--- config.mk ---
export PLATFORM = sky130hd
export DESIGN_NAME = reg_chk_golden_ram
export DESIGN_NICKNAME = d
export VERILOG_FILES = /design/src/rtl/reg_write_checker_pkg.sv /design/src/rtl/reg_chk_golden_ram.sv
export SDC_FILE = /design/constraint.sdc
export NUM_CORES = 1
export LEC_CHECK = 0
export BUFFER_PORTS_ARGS = -buffer_cell sky130_fd_sc_hd__buf_2
export CAP_MARGIN = 25
export CORE_ASPECT_RATIO = 1.4
export CORE_MARGIN = 1.5
export CORE_UTILIZATION = 55
export DETAILED_ROUTE_END_ITERATION = 12
export GPL_TIMING_DRIVEN = 0
export PLACE_DENSITY = 0.75
export SETUP_SLACK_MARGIN = 0.2
export SYNTH_ARGS = -nofsm -noshare
export SYNTH_HDL_FRONTEND = slang
export SYNTH_SLANG_ARGS = --single-unit
export TNS_END_PERCENT = 20
--- constraint.sdc ---
create_clock -name clk -period 4 [get_ports clk]
set_input_delay 0.6 -clock clk [delete_from_list [all_inputs] [get_ports clk]]
set_output_delay 0.6 -clock clk [all_outputs]
set_load 0.02 [all_outputs]
--- src/rtl/reg_write_checker_pkg.sv ---
// Shared definitions for the register-write checker: default parameters,
// FSM state encodings and a width helper.
package reg_write_checker_pkg;

  localparam int RWC_DATA_W    = 32;
  localparam int RWC_ADDR_W    = 5;
  localparam int RWC_DEPTH     = 16;
  localparam int RWC_TIMEOUT   = 1024;
  localparam int RWC_ERR_W     = 8;
  localparam int RWC_IGNORE_R0 = 1;

  typedef enum logic [1:0] {
    ST_IDLE = 2'd0,
    ST_RUN  = 2'd1,
    ST_DONE = 2'd2
  } rwc_state_t;

  // Index width for a given golden depth; never collapses to zero bits.
  function automatic int idx_width(input int depth);
    return (depth > 1) ? $clog2(depth) : 1;
  endfunction

endpackage

--- src/rtl/reg_chk_golden_ram.sv ---
// Golden {addr, data} storage: one synchronous write port and one
// asynchronous read port. Contents are deliberately not reset.
module reg_chk_golden_ram
  import reg_write_checker_pkg::*;
#(
  parameter int WIDTH = RWC_ADDR_W + RWC_DATA_W,
  parameter int DEPTH = RWC_DEPTH
) (
  input  logic                          clk,
  input  logic                          we,
  input  logic [idx_width(DEPTH)-1:0]   waddr,
  input  logic [WIDTH-1:0]              wdata,
  input  logic [idx_width(DEPTH)-1:0]   raddr,
  output logic [WIDTH-1:0]              rdata
);

  logic [WIDTH-1:0] mem [DEPTH];

  always_ff @(posedge clk) begin
    if (we) begin
      mem[waddr] <= wdata;
    end
  end

  assign rdata = mem[raddr];

endmodule

==> impl_metrics.tcl <==
set metrics [dict create \
    status "finished, final reports clean" \
    pin_count 84 \
    coreArea_um2 39600 \
    p_comb_share_pct 5.7 \
    hold_ws_ns 0.3826 \
    postCtsHoldBufs 0 \
    synth_nets 973 \
    detail-route-antenna-nets 0 \
    fin_util_pct 64.83 \
    layout_commonest_cell "edfxtp_1" \
    final-setup-viol-count 0 \
    path_max_fanout 10 \
    cts_made_buffers 52 \
    yosysWarnings 0 \
    worst_pin_slew_ns 1.043 \
    p_sw_share_pct 20.68 \
    routed_via_density 6.352 \
    num_vias 10570 \
    vdd_drop_max_mv 0.3756 \
    routed_wl_um 49210 \
    drtIter0Drc 1077 \
    io_buffers 81 \
    tns_ns 0 \
    cts_htree_levels 2 \
    post-cts-setup-buffers 0 \
    min_path_type "primary input to flip-flop" \
    largest-register "mem" \
    cts_tree "yes" \
    drt_pass1_iterations 5 \
    internal_power_uw 10170 \
    grt_pass1_vias 11150 \
    p_total_uw 12830 \
    drcViolationCount 0 \
    final_cell_mix "edfxtp_1 (592), mux4_2 (148), buf_2 (85)" \
    crit_arrival_ns 2.70 \
    syn_to_final_growth_pct 15.62 \
    nNetsFinal 1138 \
    layout-drive-gt1-share_pct 33.07 \
    nFillCells 2540 \
    grt_max_degree 24 \
    ctsResizeCount 0 \
    track_usage_pct 24.10 \
    largestRegisters "mem x592" \
    crit_type "primary input to output pin" \
    dpl.hpwl_um 29170 \
    syn_area_um2 22200 \
    timing.fmax_ghz 0.3029 \
    whs_path_depth 1 \
    syn_inst 926 \
    clk_pin_slew_ns 0.07 \
    cts.sinks 592 \
    setup.worst_path.end_class "output pin" \
    period_minus_slack_ns 3.302 \
    slew_headroom_pct 30.10 \
    grt_pass1_wl_um 71990 \
    hold_violations 0 \
    p_leak_uw 0.008182 \
    worstPathRequired_ns 3.40 \
    pwr-share-clk_pct 39.9 \
    overflow 0 \
    period_share_pct 82.55 \
    placement_rows 86 \
    worstHoldEndpoint "mem[9][20]" \
    avgRoutedWirePerCell_um 29.58 \
    synth-seq-cells 592 \
    worstSetupStartpointType "primary input" \
    fp.dieH_um 240.7 \
    worstHoldStart "wdata[20]" \
    seqPwrFrac_pct 54.4 \
    largest_reg_flops 592 \
    clock_tree.root_cell "clkbuf_16" \
    gp_congestion 0.7200 \
    antenna_found_initial 5 \
    synth.avg_cell_area_um2 23.98 \
    slew_violations 0 \
    netlist-cell-type-count 17 \
    drv_cap 0 \
    dieArea_um2 41600 \
    ys_seq_area_share_pct 80.07 \
    fp.dieW_um 172.8 \
    switchingPower_uw 2652 \
    rsz0062_at_grt "no" \
    start_util_pct 56.07 \
    cts.path.max_buffers 3 \
    power_density_nw_per_um2 499.7 \
]
[cell usage after synthesis]
cell type,instances,area [µm²]
mux4_2,148,3333
nor2b_1,2,12.51
nor2_1,13,48.80
edfxtp_1,592,17780
nand3_1,1,5.000
a22oi_1,74,555.5
buf_4,7,52.55
and2_1,1,6.260
clkbuf_1,21,78.83
buf_1,9,33.78
buf_2,4,20.02
nand2_1,38,142.6
or3b_2,1,8.760
nand2b_1,2,12.51
nand3b_1,2,15.01
nor3_1,4,20.02
buf_6,7,78.83
[how the worst max path moves through the flow]
stage               startpoint          to  slack, ns  cells past startpoint
global route          raddr[2]   rdata[15]       0.57                      6
global placement      waddr[3]  mem[4][32]      -2.81                      3
detailed placement    raddr[2]   rdata[24]       0.65                      6
floorplan             waddr[2]   mem[8][0]       0.17                      2
finish                raddr[2]   rdata[15]       0.70                      6
CTS                   raddr[2]   rdata[15]       0.67                      6
[routing by layer]
layer,wire length (µm),global-route usage (%),share of wire [%]
met4,1534,8.406,3.1
met2,25760,42.17,52
met5,34,0,0.069
met3,3878,4.915,7.9
met1,18000,30.36,37
[cells by family (layout without fill, tap and decap cells)]
kind of cell / Yosys count / in the layout / share of synthesized area (%)
flops: 592 / 592 / 80.07
other cells: 0 / 2 / 0
mux: 148 / 148 / 15.01
compound gates: 74 / 74 / 2.502
simple gates: 64 / 64 / 1.223
buf+inv: 48 / 256 / 1.189
[final cells by class]
type | count | area, µm² | share of cell area [%]
sequential | 592 | 17780 | 69.25
buffer | 48 | 264.0 | 1.028
timing repair buffer | 111 | 935.9 | 3.646
antenna | 2 | 5.005 | 0.01950
clock inverter | 39 | 405.4 | 1.579
multi-input combinational | 286 | 4277 | 16.66
tap | 528 | 660.6 | 2.574
clock buffer | 58 | 1345 | 5.240
[power by group through the flow]
stage	registers [µW]	logic (µW)	clock network, µW
global route	6990	772	5390
CTS	6980	737	5170
finish	6980	728	5120
global placement	7110	683	0
detailed placement	7110	730	0
floorplan	7110	416	0
[worst max-delay path, stage by stage]
cell and delay [ns]:
buf_2 0.11, nor2_1 0.71, clkbuf_1 0.67, a22oi_1 0.21
nand2_1 0.19, buf_2 0.19
[stage by stage]
step,worst slack (ns),instance area (µm²),cells
final,0.6982,25670,1664
after global routing,0.5726,25660,1662
after CTS,0.6667,25660,1662
after detailed placement,0.6500,23910,1565
after global placement,-2.812,23270,1535
after floorplan,0.1692,22210,926
Note: power is estimated with default switching activity, not from simulation.
